===== src/rtl/alu_seq_pkg.sv =====
// Shared types and constants for the 6502 ALU sequencer.
// Decimal-mode support is built only when ALU_SEQ_DECIMAL_EN is defined.
package alu_seq_pkg;

  typedef enum logic [3:0] {
    OpAdc = 4'd0,
    OpSbc = 4'd1,
    OpAnd = 4'd2,
    OpOra = 4'd3,
    OpEor = 4'd4,
    OpLsr = 4'd5,
    OpInc = 4'd6,
    OpDec = 4'd7,
    OpCmp = 4'd8
  } alu_op_e;

  typedef enum logic [1:0] {
    StIdle = 2'd0,
    StExec = 2'd1,
    StAdj  = 2'd2,
    StDone = 2'd3
  } seq_state_e;

  localparam logic [7:0] BcdLoAdj = 8'h06;
  localparam logic [7:0] BcdHiAdj = 8'h60;

  // Every line driven towards the ALU; registered as one word.
  typedef struct packed {
    logic [7:0] sb;
    logic [7:0] db;
    logic [7:0] adl;
    logic       sb_add;
    logic       db_add;
    logic       db_n_add;
    logic       adl_add;
    logic       zero_add;
    logic       one_addc;
    logic       sums;
    logic       ands;
    logic       eors;
    logic       ors;
    logic       srs;
  } alu_drive_t;

endpackage


===== src/rtl/alu_sequencer_if.sv =====
// Request/response and ALU-drive bundle for alu_sequencer.
// slave is the sequencer; master is the control logic plus ALU side.
interface alu_sequencer_if;
  logic       i_req;
  logic [3:0] i_op;
  logic [7:0] i_a;
  logic [7:0] i_m;
  logic       i_c;
  logic       i_v;
  logic       i_d;
  logic       o_busy;
  logic       o_done;
  logic [7:0] o_result;
  logic       o_n;
  logic       o_z;
  logic       o_c;
  logic       o_v;
  logic [7:0] o_sb;
  logic [7:0] o_db;
  logic [7:0] o_adl;
  logic       o_sb_add;
  logic       o_db_add;
  logic       o_db_n_add;
  logic       o_adl_add;
  logic       o_0_add;
  logic       o_1_addc;
  logic       o_sums;
  logic       o_ands;
  logic       o_eors;
  logic       o_ors;
  logic       o_srs;
  logic [7:0] i_add;

  modport slave (
    input  i_req, i_op, i_a, i_m, i_c, i_v, i_d, i_add,
    output o_busy, o_done, o_result, o_n, o_z, o_c, o_v,
    output o_sb, o_db, o_adl, o_sb_add, o_db_add, o_db_n_add, o_adl_add, o_0_add, o_1_addc,
    output o_sums, o_ands, o_eors, o_ors, o_srs
  );

  modport master (
    output i_req, i_op, i_a, i_m, i_c, i_v, i_d, i_add,
    input  o_busy, o_done, o_result, o_n, o_z, o_c, o_v,
    input  o_sb, o_db, o_adl, o_sb_add, o_db_add, o_db_n_add, o_adl_add, o_0_add, o_1_addc,
    input  o_sums, o_ands, o_eors, o_ors, o_srs
  );
endinterface


===== src/rtl/alu_seq_bcd_adjust.sv =====
// Decimal adjust constant and decimal carry for ADC/SBC (used under ALU_SEQ_DECIMAL_EN).
// i_b is the effective B operand (m for add, ~m for subtract).
module alu_seq_bcd_adjust
  import alu_seq_pkg::*;
(
  input  logic [7:0] i_a,
  input  logic [7:0] i_b,
  input  logic       i_c,
  input  logic       i_sub,
  output logic [7:0] o_adj,
  output logic       o_carry
);

  logic [4:0] w_lo;
  logic [8:0] w_sum;
  logic       w_lo_adj;
  logic       w_hi_adj;

  always_comb begin
    w_lo  = {1'b0, i_a[3:0]} + {1'b0, i_b[3:0]} + {4'b0000, i_c};
    w_sum = {1'b0, i_a} + {1'b0, i_b} + {8'h00, i_c};
    if (i_sub) begin
      // A missing nibble carry means that nibble borrowed.
      w_lo_adj = ~w_lo[4];
      w_hi_adj = ~w_sum[8];
      o_carry  = w_sum[8];
    end else begin
      w_lo_adj = (w_lo > 5'd9);
      w_hi_adj = (w_sum > 9'h099);
      o_carry  = w_hi_adj;
    end
    o_adj = (w_lo_adj ? BcdLoAdj : 8'h00) | (w_hi_adj ? BcdHiAdj : 8'h00);
  end

endmodule


===== src/rtl/alu_sequencer.sv =====
// Drives the 6502 ALU for one request and returns a registered result with N/Z/C/V.
// Define ALU_SEQ_DECIMAL_EN to add the decimal adjust pass for ADC/SBC.
module alu_sequencer
  import alu_seq_pkg::*;
(
  input logic            i_clk,
  input logic            i_reset_n,
  alu_sequencer_if.slave bus
);

  seq_state_e r_state, w_state_nxt;
  logic [7:0] r_a, w_a_nxt, r_m, w_m_nxt;
  logic [3:0] r_op, w_op_nxt;
  logic       r_c, w_c_nxt, r_v, w_v_nxt;
  alu_drive_t r_drv, w_drv_nxt;
  logic [7:0] r_result, w_result_nxt;
  logic       r_flag_n, w_flag_n_nxt, r_flag_z, w_flag_z_nxt;
  logic       r_flag_c, w_flag_c_nxt, r_flag_v, w_flag_v_nxt;

  logic [7:0] w_a_eff, w_b_eff;
  logic       w_cin_eff;
  logic [8:0] w_sum;
  logic       w_v_bin, w_c_sel, w_v_sel;

`ifdef ALU_SEQ_DECIMAL_EN
  logic       r_d, w_d_nxt;
  logic [7:0] w_adj;
  logic       w_dec_carry;
  logic       w_dec_mode;

  alu_seq_bcd_adjust u_bcd_adjust (
    .i_a     (r_a),
    .i_b     (w_b_eff),
    .i_c     (r_c),
    .i_sub   (r_op == OpSbc),
    .o_adj   (w_adj),
    .o_carry (w_dec_carry)
  );

  assign w_dec_mode = r_d && ((r_op == OpAdc) || (r_op == OpSbc));
`else
  logic w_unused_d;
  assign w_unused_d = bus.i_d;
`endif

  function automatic alu_drive_t exec_drive(input logic [3:0] op, input logic [7:0] a,
                                            input logic [7:0] m, input logic c);
    alu_drive_t d = '0;
    case (alu_op_e'(op))
      OpAdc: begin d.sb = a; d.db = m; d.sb_add = 1'b1; d.db_add = 1'b1;
                   d.one_addc = c; d.sums = 1'b1; end
      OpSbc: begin d.sb = a; d.db = m; d.sb_add = 1'b1; d.db_n_add = 1'b1;
                   d.one_addc = c; d.sums = 1'b1; end
      OpAnd: begin d.sb = a; d.db = m; d.sb_add = 1'b1; d.db_add = 1'b1; d.ands = 1'b1; end
      OpOra: begin d.sb = a; d.db = m; d.sb_add = 1'b1; d.db_add = 1'b1; d.ors = 1'b1; end
      OpEor: begin d.sb = a; d.db = m; d.sb_add = 1'b1; d.db_add = 1'b1; d.eors = 1'b1; end
      OpLsr: begin d.sb = a; d.sb_add = 1'b1; d.srs = 1'b1; end
      OpInc: begin d.sb = m; d.sb_add = 1'b1; d.db = 8'h00; d.db_add = 1'b1;
                   d.one_addc = 1'b1; d.sums = 1'b1; end
      // No B select: the ALU supplies 0xFF, so m + 0xFF + 0 = m - 1.
      OpDec: begin d.sb = m; d.sb_add = 1'b1; d.sums = 1'b1; end
      OpCmp: begin d.sb = a; d.db = m; d.sb_add = 1'b1; d.db_n_add = 1'b1;
                   d.one_addc = 1'b1; d.sums = 1'b1; end
      default: ;
    endcase
    return d;
  endfunction

  // Reference sum for carry/overflow, independent of the ALU read-back.
  always_comb begin
    w_a_eff   = r_a;
    w_b_eff   = 8'h00;
    w_cin_eff = r_c;
    case (alu_op_e'(r_op))
      OpAdc:   w_b_eff = r_m;
      OpSbc:   w_b_eff = ~r_m;
      OpCmp:   begin w_b_eff = ~r_m; w_cin_eff = 1'b1; end
      OpInc:   begin w_a_eff = r_m; w_cin_eff = 1'b1; end
      OpDec:   begin w_a_eff = r_m; w_b_eff = 8'hFF; w_cin_eff = 1'b0; end
      default: ;
    endcase
    w_sum   = {1'b0, w_a_eff} + {1'b0, w_b_eff} + {8'h00, w_cin_eff};
    w_v_bin = (r_a[7] ^ w_sum[7]) & (w_b_eff[7] ^ w_sum[7]);
    w_c_sel = r_c;
    w_v_sel = r_v;
    case (alu_op_e'(r_op))
      OpAdc, OpSbc: begin w_c_sel = w_sum[8]; w_v_sel = w_v_bin; end
      OpCmp:        w_c_sel = w_sum[8];
      OpLsr:        w_c_sel = r_a[0];
      default: ;
    endcase
  end

  always_comb begin
    w_state_nxt  = r_state;
    w_a_nxt      = r_a;
    w_m_nxt      = r_m;
    w_op_nxt     = r_op;
    w_c_nxt      = r_c;
    w_v_nxt      = r_v;
    w_drv_nxt    = '0;
    w_result_nxt = r_result;
    w_flag_n_nxt = r_flag_n;
    w_flag_z_nxt = r_flag_z;
    w_flag_c_nxt = r_flag_c;
    w_flag_v_nxt = r_flag_v;
`ifdef ALU_SEQ_DECIMAL_EN
    w_d_nxt      = r_d;
`endif
    case (r_state)
      StIdle: begin
        if (bus.i_req) begin
          w_a_nxt     = bus.i_a;
          w_m_nxt     = bus.i_m;
          w_op_nxt    = bus.i_op;
          w_c_nxt     = bus.i_c;
          w_v_nxt     = bus.i_v;
`ifdef ALU_SEQ_DECIMAL_EN
          w_d_nxt     = bus.i_d;
`endif
          w_drv_nxt   = exec_drive(bus.i_op, bus.i_a, bus.i_m, bus.i_c);
          w_state_nxt = StExec;
        end
      end
      StExec: begin
`ifdef ALU_SEQ_DECIMAL_EN
        if (w_dec_mode) begin
          // Second pass adds (ADC) or subtracts (SBC) the adjust from the binary result.
          w_drv_nxt.sb     = bus.i_add;
          w_drv_nxt.sb_add = 1'b1;
          w_drv_nxt.sums   = 1'b1;
          if (r_op == OpSbc) begin
            w_drv_nxt.db       = w_adj;
            w_drv_nxt.db_n_add = 1'b1;
            w_drv_nxt.one_addc = 1'b1;
          end else begin
            w_drv_nxt.adl     = w_adj;
            w_drv_nxt.adl_add = 1'b1;
          end
          w_state_nxt = StAdj;
        end else
`endif
        begin
          w_result_nxt = bus.i_add;
          w_flag_n_nxt = bus.i_add[7];
          w_flag_z_nxt = (bus.i_add == 8'h00);
          w_flag_c_nxt = w_c_sel;
          w_flag_v_nxt = w_v_sel;
          w_state_nxt  = StDone;
        end
      end
`ifdef ALU_SEQ_DECIMAL_EN
      StAdj: begin
        w_result_nxt = bus.i_add;
        w_flag_n_nxt = bus.i_add[7];
        w_flag_z_nxt = (bus.i_add == 8'h00);
        w_flag_c_nxt = w_dec_carry;
        w_flag_v_nxt = w_v_bin;
        w_state_nxt  = StDone;
      end
`endif
      StDone:  w_state_nxt = StIdle;
      default: w_state_nxt = StIdle;
    endcase
  end

  always_ff @(posedge i_clk or negedge i_reset_n) begin
    if (!i_reset_n) begin
      r_state  <= StIdle;
      r_a      <= '0;
      r_m      <= '0;
      r_op     <= '0;
      r_c      <= 1'b0;
      r_v      <= 1'b0;
      r_drv    <= '0;
      r_result <= '0;
      r_flag_n <= 1'b0;
      r_flag_z <= 1'b0;
      r_flag_c <= 1'b0;
      r_flag_v <= 1'b0;
`ifdef ALU_SEQ_DECIMAL_EN
      r_d      <= 1'b0;
`endif
    end else begin
      r_state  <= w_state_nxt;
      r_a      <= w_a_nxt;
      r_m      <= w_m_nxt;
      r_op     <= w_op_nxt;
      r_c      <= w_c_nxt;
      r_v      <= w_v_nxt;
      r_drv    <= w_drv_nxt;
      r_result <= w_result_nxt;
      r_flag_n <= w_flag_n_nxt;
      r_flag_z <= w_flag_z_nxt;
      r_flag_c <= w_flag_c_nxt;
      r_flag_v <= w_flag_v_nxt;
`ifdef ALU_SEQ_DECIMAL_EN
      r_d      <= w_d_nxt;
`endif
    end
  end

  assign bus.o_busy     = (r_state != StIdle);
  assign bus.o_done     = (r_state == StDone);
  assign bus.o_result   = r_result;
  assign bus.o_n        = r_flag_n;
  assign bus.o_z        = r_flag_z;
  assign bus.o_c        = r_flag_c;
  assign bus.o_v        = r_flag_v;
  assign bus.o_sb       = r_drv.sb;
  assign bus.o_db       = r_drv.db;
  assign bus.o_adl      = r_drv.adl;
  assign bus.o_sb_add   = r_drv.sb_add;
  assign bus.o_db_add   = r_drv.db_add;
  assign bus.o_db_n_add = r_drv.db_n_add;
  assign bus.o_adl_add  = r_drv.adl_add;
  assign bus.o_0_add    = r_drv.zero_add;
  assign bus.o_1_addc   = r_drv.one_addc;
  assign bus.o_sums     = r_drv.sums;
  assign bus.o_ands     = r_drv.ands;
  assign bus.o_eors     = r_drv.eors;
  assign bus.o_ors      = r_drv.ors;
  assign bus.o_srs      = r_drv.srs;

endmodule


===== src/flat_wrapper.sv =====
// flat-port wrapper written by rule: the top's interface ports become plain ports
module alu_sequencer_flat import alu_seq_pkg::*;
  (i_clk, i_reset_n, bus_i_req, bus_i_op, bus_i_a, bus_i_m, bus_i_c, bus_i_v, bus_i_d, bus_i_add, bus_o_busy, bus_o_done, bus_o_result, bus_o_n, bus_o_z, bus_o_c, bus_o_v, bus_o_sb, bus_o_db, bus_o_adl, bus_o_sb_add, bus_o_db_add, bus_o_db_n_add, bus_o_adl_add, bus_o_0_add, bus_o_1_addc, bus_o_sums, bus_o_ands, bus_o_eors, bus_o_ors, bus_o_srs);
  alu_sequencer_if bus_i ();
  input logic i_clk;
  input logic i_reset_n;
  input wire logic [$bits(bus_i.i_req)-1:0] bus_i_req;
  input wire logic [$bits(bus_i.i_op)-1:0] bus_i_op;
  input wire logic [$bits(bus_i.i_a)-1:0] bus_i_a;
  input wire logic [$bits(bus_i.i_m)-1:0] bus_i_m;
  input wire logic [$bits(bus_i.i_c)-1:0] bus_i_c;
  input wire logic [$bits(bus_i.i_v)-1:0] bus_i_v;
  input wire logic [$bits(bus_i.i_d)-1:0] bus_i_d;
  input wire logic [$bits(bus_i.i_add)-1:0] bus_i_add;
  output wire logic [$bits(bus_i.o_busy)-1:0] bus_o_busy;
  output wire logic [$bits(bus_i.o_done)-1:0] bus_o_done;
  output wire logic [$bits(bus_i.o_result)-1:0] bus_o_result;
  output wire logic [$bits(bus_i.o_n)-1:0] bus_o_n;
  output wire logic [$bits(bus_i.o_z)-1:0] bus_o_z;
  output wire logic [$bits(bus_i.o_c)-1:0] bus_o_c;
  output wire logic [$bits(bus_i.o_v)-1:0] bus_o_v;
  output wire logic [$bits(bus_i.o_sb)-1:0] bus_o_sb;
  output wire logic [$bits(bus_i.o_db)-1:0] bus_o_db;
  output wire logic [$bits(bus_i.o_adl)-1:0] bus_o_adl;
  output wire logic [$bits(bus_i.o_sb_add)-1:0] bus_o_sb_add;
  output wire logic [$bits(bus_i.o_db_add)-1:0] bus_o_db_add;
  output wire logic [$bits(bus_i.o_db_n_add)-1:0] bus_o_db_n_add;
  output wire logic [$bits(bus_i.o_adl_add)-1:0] bus_o_adl_add;
  output wire logic [$bits(bus_i.o_0_add)-1:0] bus_o_0_add;
  output wire logic [$bits(bus_i.o_1_addc)-1:0] bus_o_1_addc;
  output wire logic [$bits(bus_i.o_sums)-1:0] bus_o_sums;
  output wire logic [$bits(bus_i.o_ands)-1:0] bus_o_ands;
  output wire logic [$bits(bus_i.o_eors)-1:0] bus_o_eors;
  output wire logic [$bits(bus_i.o_ors)-1:0] bus_o_ors;
  output wire logic [$bits(bus_i.o_srs)-1:0] bus_o_srs;
  assign bus_i.i_req = bus_i_req;
  assign bus_i.i_op = bus_i_op;
  assign bus_i.i_a = bus_i_a;
  assign bus_i.i_m = bus_i_m;
  assign bus_i.i_c = bus_i_c;
  assign bus_i.i_v = bus_i_v;
  assign bus_i.i_d = bus_i_d;
  assign bus_i.i_add = bus_i_add;
  assign bus_o_busy = bus_i.o_busy;
  assign bus_o_done = bus_i.o_done;
  assign bus_o_result = bus_i.o_result;
  assign bus_o_n = bus_i.o_n;
  assign bus_o_z = bus_i.o_z;
  assign bus_o_c = bus_i.o_c;
  assign bus_o_v = bus_i.o_v;
  assign bus_o_sb = bus_i.o_sb;
  assign bus_o_db = bus_i.o_db;
  assign bus_o_adl = bus_i.o_adl;
  assign bus_o_sb_add = bus_i.o_sb_add;
  assign bus_o_db_add = bus_i.o_db_add;
  assign bus_o_db_n_add = bus_i.o_db_n_add;
  assign bus_o_adl_add = bus_i.o_adl_add;
  assign bus_o_0_add = bus_i.o_0_add;
  assign bus_o_1_addc = bus_i.o_1_addc;
  assign bus_o_sums = bus_i.o_sums;
  assign bus_o_ands = bus_i.o_ands;
  assign bus_o_eors = bus_i.o_eors;
  assign bus_o_ors = bus_i.o_ors;
  assign bus_o_srs = bus_i.o_srs;
  alu_sequencer u_core (.i_clk(i_clk), .i_reset_n(i_reset_n), .bus(bus_i));
endmodule

===== config.mk =====
export PLATFORM = sky130hd
export DESIGN_NAME = alu_sequencer_flat
export DESIGN_NICKNAME = d
export VERILOG_FILES = /design/src/rtl/alu_seq_pkg.sv /design/src/rtl/alu_sequencer_if.sv /design/src/rtl/alu_seq_bcd_adjust.sv /design/src/rtl/alu_sequencer.sv /design/src/flat_wrapper.sv
export SDC_FILE = /design/constraint.sdc
export NUM_CORES = 1
export LEC_CHECK = 0
export CAP_MARGIN = 20
export CORE_MARGIN = 2
export CORE_UTILIZATION = 48
export DETAILED_ROUTE_END_ITERATION = 8
export PLACE_DENSITY_LB_ADDON = 0.1
export SYNTH_ARGS = -nofsm -noshare
export SYNTH_HDL_FRONTEND = slang
export SYNTH_HIERARCHICAL = 1
export SYNTH_SLANG_ARGS = --single-unit

===== constraint.sdc =====
create_clock -name i_clk -period 4 [get_ports i_clk]
set_clock_uncertainty 0.2 [all_clocks]
set_input_delay 0.8 -clock i_clk [delete_from_list [all_inputs] [get_ports i_clk]]
set_output_delay 0.8 -clock i_clk [all_outputs]
set_load 0.02 [all_outputs]

==> insert_results.sql, run 1 <==
INSERT INTO impl_metrics (metric_group, metric, value, unit) VALUES
('synth', 'post_synthesis_area_per_instance', '10.62', 'um^2'),
('setup_path', 'worst_r2r_startpoint', 'u_core/r_op[1]', ''),
('timing', 'final.min_clock_period', '3.241', 'ns'),
('outcome', 'status', 'complete, no violations', ''),
('global_routing', 'largest_net_degree_at_the_start_of_global_routing', '48', ''),
('synth', 'synth_top_cell_area_share', '51.02', '%'),
('global_routing', 'globalRouteMet2Util', '30.97', '%'),
('setup_path', 'worst_setup_path_category', 'reg -> reg', ''),
('timing', 'timing.hold.ws', '0.2163', 'ns'),
('setup_path', 'worst_r2r_path_depth', '10', ''),
('hold_path', 'worst_min_delay_path_class', 'in -> async', ''),
('setup_path', 'critical_path.max_fanout', '11', ''),
('setup_path', 'reg2reg_slack', '0.76', 'ns'),
('global_routing', 'track_usage', '19.49', '%'),
('drt', 'detail_route.wl_per_cell', '14.13', 'um'),
('cts', 'clk_path_buf_depth', '2', ''),
('finish', 'n_fill_cell', '489', ''),
('setup_path', 'worst_setup_path_endpoint', 'u_core/bus.o_v', ''),
('cts', 'path_clk_slew', '0.07', 'ns'),
('floorplanning', 'initial_utilization', '49.70', '%'),
('setup_path', 'timing.critical_path.from', 'u_core/r_op[1]', ''),
('global_routing', 'm1_gr_usage', '25.37', '%'),
('drt', 'final_antenna_net_count', '0', ''),
('synth', 'synth_most_common_cell', 'sky130_fd_sc_hd__dfrtp_1', ''),
('synth', 'syn_inst', '277', ''),
('cts', 'tritoncts_buffer_count', '9', ''),
('cts', 'root_buffer', 'sky130_fd_sc_hd__clkbuf_8', ''),
('drt', 'route.detailed.drc', '0', ''),
('power_and_ir_drop', 'ir_drop', '0.4719', 'mV'),
('finish', 'drive_gt1_share', '7.450', '%'),
('synth', 'synth_area', '0.002943', 'mm^2'),
('global_routing', 'grt_remaining_overflow', '0', ''),
('cts', 'h-tree-depth', '3', ''),
('place', 'gp_congestion', '0.7649', ''),
('synth', 'asyncSetResetFlopFracSynth', '100.0', '%'),
('global_routing', 'groute.layer.met3.usage', '6.630', '%'),
('synth', 'yosys_warnings', '6', ''),
('cts', 'cts.sink_count', '60', ''),
('floorplanning', 'core_area', '0.005921', 'mm^2'),
('timing', 'post-route-period-util', '81.02', '%'),
('drt', 'final_wirelength', '5989', 'um'),
('place', 'detailedPlacementHpwl', '4020', 'um'),
('timing', 'hold_violations_final', '0', ''),
('finish', 'design.final.nets', '386', ''),
('global_routing', 'grt_pass1_vias', '2107', ''),
('synth', 'ranking_of_synthesized_cells_by_instance_count', 'sky130_fd_sc_hd__dfrtp_1, sky130_fd_sc_hd__nand2_1, sky130_fd_sc_hd__mux2_1', ''),
('timing', 'max_clock_freq', '308.6', 'MHz'),
('timing', 'final-setup-viol-count', '0', ''),
('timing', 'rsz_0062_raised_after_global_routing', 'no', ''),
('setup_path', 'critPathLaunchType', 'flip-flop', ''),
('synth', 'synth_area_leaders', 'sky130_fd_sc_hd__dfrtp_1, sky130_fd_sc_hd__mux2_1, sky130_fd_sc_hd__nand2_1', ''),
('synth', 'synth_edf_count', '0', ''),
('power_and_ir_drop', 'power_per_cell_area', '734.3', 'mW/mm^2'),
('setup_path', 'critical_path_required', '4.00', 'ns'),
('cts', 'post_cts_buffers', '0', ''),
('timing', 'timing.final.max_slew_violations', '0', ''),
('floorplanning', 'floorplan.rows', '28', ''),
('synth', 'yosys.area.top_type', 'sky130_fd_sc_hd__dfrtp_1', ''),
('cts', 'ctsResizeCount', '0', ''),
('drt', 'dr_total_vias', '2197', ''),
('setup_path', 'crit-reg2reg-capture', 'u_core/bus.o_v', ''),
('finish', 'antenna_cells', '0', ''),
('cts', 'clk_latency', '0.34', 'ns'),
('synth', 'synth-seq-cells', '60', ''),
('place', 'io_buffer_count', '71', ''),
('drt', 'firstDrtPassIters', '4', ''),
('timing', 'setup-tns-final', '0', 'ns'),
('cts', 'tritoncts_clock_tree', 'built', ''),
('setup_path', 'critical_path.endpoint_type', 'flip-flop', ''),
('synth', 'synthDistinctLibCells', '43', ''),
('timing', 'max_slew.worst_pin.slew', '0.8980', 'ns');
worst min-delay path by stage:
stage	from	to	slack, ns	cells past startpoint
floorplan	u_core/r_state[1]	u_core/r_state[0]	0.23	1
global placement	u_core/r_state[1]	u_core/r_state[0]	0.24	1
detailed placement	u_core/r_state[1]	u_core/r_state[0]	0.25	1
CTS	u_core/r_state[1]	u_core/r_state[0]	0.26	1
global route	i_reset_n	u_core/bus.o_db[1]	0.24	1
finish	i_reset_n	u_core/bus.o_db[1]	0.22	1
metrics by stage:
stage | util, % | setup WS [ns] | instance area (um^2) | total power, W | cells
global placement | 61.45 | 0.7819 | 3638 | 0.002182 | 407
floorplan | - | 0.9745 | 2977 | 0.001844 | 286
finish | 66.02 | 0.7593 | 3909 | 0.002870 | 424
global route | 66.02 | 0.4844 | 3909 | 0.003101 | 424
detailed placement | 61.45 | 0.7435 | 3638 | 0.002203 | 407
CTS | 65.68 | 0.7179 | 3889 | 0.002895 | 423
state kept, by name, summed over array words and instances, names as in the netlist, 2 cells and up:
register / flops
u_core/bus.o_result: 8
u_core/r_op: 4
u_core/bus.o_sb: 8
u_core/bus.o_db: 8
u_core/r_state: 2
u_core/r_a: 8
u_core/r_m: 8
final cells by class:
type                            count  area, um^2  area share, %
Clock inverter                      4       95.09          2.433
Timing Repair Buffer               76       755.7          19.33
Clock buffer                       12       155.1          3.969
Tap cell                           75       93.84          2.401
Inverter                            3       11.26         0.2881
Multi-Input combinational cell    194        1296          33.16
Sequential cell                    60        1501          38.41
report_power, final:
group | switching (W) | internal [W]
Sequential | 0.000168 | 0.000802
Combinational | 0.000628 | 0.000596
Clock | 0.000229 | 0.000447
placed cells by master (no fill, tap or decap), drive strengths merged, types with 3 or more instances in the layout:
master,Yosys,routed
mux2,29,29
a21o,3,3
inv,3,3
conb,1,10
dfrtp,60,60
nor4,4,4
o21ai,3,3
nor2,22,22
buf,16,6
a22oi,8,8
bufinv,0,3
o22ai,9,9
nand2,37,37
clkbuf,13,12
xor2,9,9
a21oi,15,15
and2,10,10
clkdlybuf4s50,0,70
ha,8,8
worst max-delay path, stage by stage (launching register included):
cell	delay, ns
sky130_fd_sc_hd__dfrtp_1	0.51
sky130_fd_sc_hd__nand3b_1	0.39
sky130_fd_sc_hd__mux2_1	0.44
sky130_fd_sc_hd__ha_1	0.31
sky130_fd_sc_hd__a21o_1	0.15
sky130_fd_sc_hd__a21oi_1	0.14
sky130_fd_sc_hd__o21ai_1	0.08
sky130_fd_sc_hd__a221o_1	0.38
sky130_fd_sc_hd__xor2_1	0.18
sky130_fd_sc_hd__mux2i_1	0.22
sky130_fd_sc_hd__o211ai_1	0.09
logic make-up after synthesis:
group	count (synthesis)	synth area share, %
mux	30	11.44
xor+xnor	10	2.976
simple gates	89	14.50
flops	60	51.02
fa+ha+maj	8	3.401
buf+inv	32	6.080
other cells	1	0.1274
compound gates	47	10.46
per-layer routing:
| layer | wire length, um | vias to the layer above |
|---|---|---|
| li1 | - | 1080 |
| met1 | 2753 | 1052 |
| met2 | 2859 | 59 |
| met3 | 304 | 6 |
| met4 | 72 | 0 |
| met5 | 0 | - |
(Power assumes the default switching activity.)
==> run 2, diff against run 1 <==
Clock period 4 ns to 3.15 ns, I/O delays scaled along.
==> insert_results.sql, run 2 (same netlist as run 1, synthesis figures left out) <==
INSERT INTO impl_metrics (metric_group, metric, value, unit) VALUES
('setup_path', 'timing.critical_path.from', 'u_core/r_op[3]', ''),
('global_routing', 'track_usage', '20.20', '%'),
('timing', 'max-slew-margin-rel', '54.36', '%'),
('cts', 'tritoncts_buffer_count', '9', ''),
('drt', 'met2RoutedLength', '2979', 'um'),
('global_routing', 'grt_remaining_overflow', '0', ''),
('cts', 'path_clk_slew', '0.06', 'ns'),
('setup_path', 'cp_data_arrival_time', '3.09', 'ns'),
('drt', 'met1_length', '2854', 'um'),
('drt', 'routed.top_layer', 'met4', ''),
('floorplanning', 'die_height', '82.30', 'um'),
('timing', 'final-setup-viol-count', '0', ''),
('finish', 'drive_gt1_share', '13.30', '%'),
('cts', 'cts.hold.buffers_added', '0', ''),
('setup_path', 'critPathLaunchType', 'flip-flop', ''),
('floorplanning', 'io-pin-count', '83', ''),
('drt', 'wl_met3', '293', 'um'),
('global_routing', 'largest_net_degree_at_the_start_of_global_routing', '32', ''),
('setup_path', 'critical_path_required', '3.23', 'ns'),
('drt', 'dr_total_vias', '2240', ''),
('drt', 'via_per_inst', '5.138', ''),
('setup_path', 'worst_setup_path_endpoint', 'u_core/bus.o_c', ''),
('global_routing', 'grt_pass1_vias', '2139', ''),
('floorplanning', 'floorplan.rows', '28', ''),
('setup_path', 'reg2reg_slack', '0.14', 'ns'),
('finish', 'area.growth.synth_to_final', '36.18', '%'),
('hold_path', 'worst_min_delay_path_class', 'in -> async', ''),
('setup_path', 'crit-reg2reg-capture', 'u_core/bus.o_c', ''),
('place', 'io_buffer_count', '71', ''),
('setup_path', 'critical_path.max_fanout', '6', ''),
('finish', 'mostFrequentLayoutCell', 'sky130_fd_sc_hd__clkdlybuf4s50_1', ''),
('timing', 'rsz_0062_raised_after_global_routing', 'no', ''),
('power_and_ir_drop', 'total_power', '0.003655', 'W'),
('job', 'max_cap_violations', '0', ''),
('cts', 'tritoncts_clock_tree', 'built', ''),
('drt', 'final_wirelength', '6268', 'um'),
('floorplanning', 'dieWidth', '82.30', 'um'),
('floorplanning', 'die-area', '0.006773', 'mm^2'),
('timing', 'final.min_clock_period', '3.011', 'ns'),
('place', 'gp_congestion', '0.7871', ''),
('global_routing', 'first_pass_grt_wire_length', '10130', 'um'),
('drt', 'detail_route.wl_per_cell', '14.38', 'um'),
('setup_path', 'worst_setup_path_category', 'reg -> reg', ''),
('timing', 'hold_violations_final', '0', ''),
('power_and_ir_drop', 'power_per_cell_area', '912.0', 'mW/mm^2'),
('cts', 'root_buffer', 'sky130_fd_sc_hd__clkbuf_8', ''),
('setup_path', 'worst_r2r_path_depth', '12', ''),
('setup_path', 'worst_r2r_startpoint', 'u_core/r_op[3]', ''),
('timing', 'timing.final.max_slew_violations', '0', ''),
('power_and_ir_drop', 'ir_drop', '0.4845', 'mV'),
('cts', 'clk_latency', '0.34', 'ns'),
('drt', 'final_antenna_net_count', '0', ''),
('timing', 'post-route-period-util', '95.59', '%'),
('timing', 'max_clock_freq', '332.1', 'MHz'),
('floorplanning', 'initial_utilization', '49.70', '%'),
('drt', 'route.detailed.drc', '0', ''),
('drt', 'firstDrtPassIters', '4', ''),
('cts', 'cts.sink_count', '60', ''),
('finish', 'design.final.nets', '399', ''),
('timing', 'timing.hold.ws', '0.1320', 'ns'),
('drt', 'initialDrtViolationCount', '86', ''),
('finish', 'final_cell_mix', 'sky130_fd_sc_hd__clkdlybuf4s50_1, sky130_fd_sc_hd__dfrtp_1, sky130_fd_sc_hd__nand2_1', ''),
('setup_path', 'critical_path.endpoint_type', 'flip-flop', ''),
('power_and_ir_drop', 'leakage', '1.804', 'nW'),
('finish', 'antenna_cells', '0', ''),
('outcome', 'status', 'complete, no violations', ''),
('floorplanning', 'core_area', '0.005921', 'mm^2'),
('cts', 'h-tree-depth', '3', ''),
('place', 'detailedPlacementHpwl', '4371', 'um'),
('cts', 'clk_path_buf_depth', '2', ''),
('timing', 'max_slew.worst_pin.slew', '0.6847', 'ns'),
('global_routing', 'grt_antenna_before_repair', '0', ''),
('timing', 'setup-tns-final', '0', 'ns');
run 2: changes by cell type in the layout (fill, tap and decap cells not counted), sizes merged:
| cell | change |
|---|---|
| clkbuf | +1 |
| buf | +13 |
| bufinv | -3 |
| clkinv | +1 |
run 2: worst min path at each step:
stage / cells past startpoint / endpoint / startpoint / slack [ns]
floorplan: 0 / u_core/bus.o_1_addc / i_reset_n / 0.13
global placement: 1 / u_core/r_state[0] / u_core/r_state[1] / 0.24
detailed placement: 1 / u_core/r_state[0] / u_core/r_state[1] / 0.25
CTS: 1 / u_core/bus.o_sb[3] / i_reset_n / 0.14
global route: 1 / u_core/bus.o_sb[3] / i_reset_n / 0.18
finish: 1 / u_core/bus.o_sb[3] / i_reset_n / 0.13
run 2: through the flow:
stage                     area (um^2)  setup slack [ns]  instances  utilization, %
after floorplan                  2977            0.1245        286               -
after CTS                        3895           0.07873        432           65.79
after global routing             4008          0.005317        436           67.69
after detailed placement         3726           0.08349        417           62.93
after global placement           3726            0.1360        417           62.93
final                            4008            0.1388        436           67.69
run 2: critical path, cell delays in order, from the launching register on:
cell and delay, ns:
sky130_fd_sc_hd__dfrtp_1 0.38, sky130_fd_sc_hd__nand3b_1 0.35, sky130_fd_sc_hd__buf_4 0.25, sky130_fd_sc_hd__buf_4 0.12, sky130_fd_sc_hd__mux2_1 0.34, sky130_fd_sc_hd__ha_4 0.28
sky130_fd_sc_hd__nand4_1 0.06, sky130_fd_sc_hd__nor2_1 0.10, sky130_fd_sc_hd__a221o_1 0.19, sky130_fd_sc_hd__buf_4 0.11, sky130_fd_sc_hd__a21oi_1 0.06, sky130_fd_sc_hd__a2111oi_1 0.33
sky130_fd_sc_hd__o22a_1 0.17
run 2: what timing repair did:
item / in CTS / in global routing
resized for setup: 0 / 12
setup endpoints to repair: 0 / 1
setup buffers: 0 / 4
run 2: final cells by class:
cell class              instances  area [um^2]
well taps                      75        93.84
clock buffers                  13        158.9
inverters                       3        11.26
clock inverters                 2        10.01
flip-flops and latches         60         1503
repair buffers                 89        853.3
multi-input cells             194         1378
fillers                       489         1913
run 2: layer usage:
metal	GRT usage (%)	vias to the layer above
met5	0	-
met4	11.00	0
met3	5.109	11
met2	31.53	51
met1	25.69	1077
li1	-	1101
run 2: report_power, final:
| part | internal (W) | leakage (nW) | switching (W) | total, W |
|---|---|---|---|---|
| combinational | 0.000929 | 0.949 | 0.000918 | 0.00185 |
| sequential | 0.00102 | 0.766 | 0.000189 | 0.00121 |
| clock | 0.000321 | 0.0893 | 0.000276 | 0.000598 |
==> variant, RTL diff (settings of run 2) <==
Build with the macro `ALU_SEQ_DECIMAL_EN` defined.
--- a/src/rtl/alu_sequencer.sv
+++ b/src/rtl/alu_sequencer.sv
@@ -2,2 +2,4 @@
 // Define ALU_SEQ_DECIMAL_EN to add the decimal adjust pass for ADC/SBC.
+`define ALU_SEQ_DECIMAL_EN
+
 module alu_sequencer
Function: changed (Yosys sat finds a counterexample within 4 cycles, from zero or initial values and one cycle with i_reset_n low).
==> variant against run 2 <==
The run now ends with setup timing left. Routed wire length is 61% higher. Final cell count is 40% higher. Power is 70% higher. Critical endpoint unchanged. Sequential power is 14% higher. Utilization is 0.48 points lower. Final area is 36% higher. Synthesized area is 35% higher. Sequential cell count is 10 higher. Worst setup slack worse by 0.43 ns. Die area is 33% higher.
==> variant: results (changes against run 2) <==
<table>
<tr><th>Metric</th><th>Value</th></tr>
<tr><th colspan="2">STA</th></tr>
<tr><td>Post-route worst setup slack</td><td>-0.289 ns (was 0.139 ns)</td></tr>
<tr><td>Final number of setup-violating endpoints</td><td>5 (was 0)</td></tr>
<tr><td>Sum of negative setup slack</td><td>-1.12 ns (was 0 ns)</td></tr>
<tr><td>Worst hold slack across all endpoints</td><td>0.0892 ns (was 0.132 ns)</td></tr>
<tr><th colspan="2">Power and ir drop</th></tr>
<tr><td>Leakage Power</td><td>2.41 nW (was 1.80 nW)</td></tr>
<tr><td>VDD IR max</td><td>0.645 mV (was 0.485 mV)</td></tr>
<tr><th colspan="2">Global routing</th></tr>
<tr><td>Wire length of the first global-routing pass</td><td>15700 um (was 10100 um)</td></tr>
<tr><td>Overall track demand over capacity in global routing</td><td>23.3% (was 20.2%)</td></tr>
<tr><th colspan="2">Worst setup path</th></tr>
<tr><td>Worst path arrival time</td><td>3.45 ns (was 3.09 ns)</td></tr>
<tr><td>Depth of the worst register-to-register path</td><td>14 (was 12)</td></tr>
<tr><td>Highest-delay cell along the critical path</td><td>sky130_fd_sc_hd__or4b_4 (was sky130_fd_sc_hd__dfrtp_1)</td></tr>
<tr><th colspan="2">Placed design</th></tr>
<tr><td>HPWL reported at the end of detailed placement</td><td>7480 um (was 4370 um)</td></tr>
<tr><td>GP Congestion</td><td>0.900 (was 0.787)</td></tr>
<tr><th colspan="2">Yosys</th></tr>
<tr><td>Sequential element share of the synthesized area</td><td>44.2% (was 51.0%)</td></tr>
<tr><td>Per-instance average area after synthesis</td><td>10.1 um2 (was 10.6 um2)</td></tr>
<tr><td>Synth area leaders</td><td>sky130_fd_sc_hd__dfrtp_1 44%, sky130_fd_sc_hd__mux2_2 11%, sky130_fd_sc_hd__ha_1 6.0% (was sky130_fd_sc_hd__dfrtp_1 51%, sky130_fd_sc_hd__mux2_1 11%, sky130_fd_sc_hd__nand2_1 4.7%)</td></tr>
<tr><th colspan="2">Status</th></tr>
<tr><td>Status</td><td>finished with violations (was complete, no violations)</td></tr>
<tr><td>Violations in the final reports</td><td>setup timing</td></tr>
<tr><th colspan="2">Final layout</th></tr>
<tr><td>Ratio of cells with drive above 1 in the final layout</td><td>24.0% (was 13.3%)</td></tr>
<tr><th colspan="2">Route</th></tr>
<tr><td>Avg WL per Cell</td><td>16.6 um (was 14.4 um)</td></tr>
</table>
[variant: changes by cell type after synthesis, sizes merged, moves of 4 or more]
cell | run 2 | this run
ha | 8 | 19
and2 | 10 | 3
a21oi | 15 | 20
dfrtp | 60 | 70
inv | 3 | 14
mux2 | 29 | 37
o21ai | 3 | 30
nor2b | 0 | 5
a211oi | 1 | 6
nand2 | 37 | 45
nand3 | 2 | 6
[variant: worst reg2reg max path: cells and delay by family, from the launching register on]
family | cells | cell delay (ns)
AO/OA/AOI/OAI | 7 | 0.99
adder cells (fa/ha/maj) | 2 | 0.74
buffers and inverters | 1 | 0.07
flip-flops | 1 | 0.38
AND/OR/NAND/NOR | 4 | 0.94
[variant: logic make-up after synthesis]
family | Yosys count | share of synthesized area (%)
buf+inv | 41 | 5.15
mux | 40 | 11.3
fa+ha+maj | 21 | 7.01
compound gates | 97 | 15.8
simple gates | 108 | 13.6
other cells | 2 | 0.189
xor+xnor | 12 | 2.84
flops | 70 | 44.2
[variant: metal layers]
metal  wire length [um]  vias up  GRT usage [%]
met4                146        0           6.28
met5                  0        -              0
li1                   -     1605              -
met3                670       11           5.67
met2               4950      103           39.1
met1               4340     1596           30.0
[variant: final cells by class]
type | instances | area, um2
clock buffer | 11 | 141
multi-input combinational | 283 | 2110
inverter | 14 | 52.6
timing repair buffer | 122 | 1140
fill | 683 | 2650
sequential | 70 | 1750
clock inverter | 5 | 106
tap | 105 | 131
[variant: power breakdown]
part,internal (mW),switching (mW)
logic,1.94,1.99
clock network,0.549,0.340
registers,1.17,0.205
total,3.66,2.54
[variant: repair_timing]
action | 4_1_cts | 5_1_grt
endpoints found under the setup margin | 8 | 10
gates resized for setup | 10 | 15
pin swaps | 4 | 6
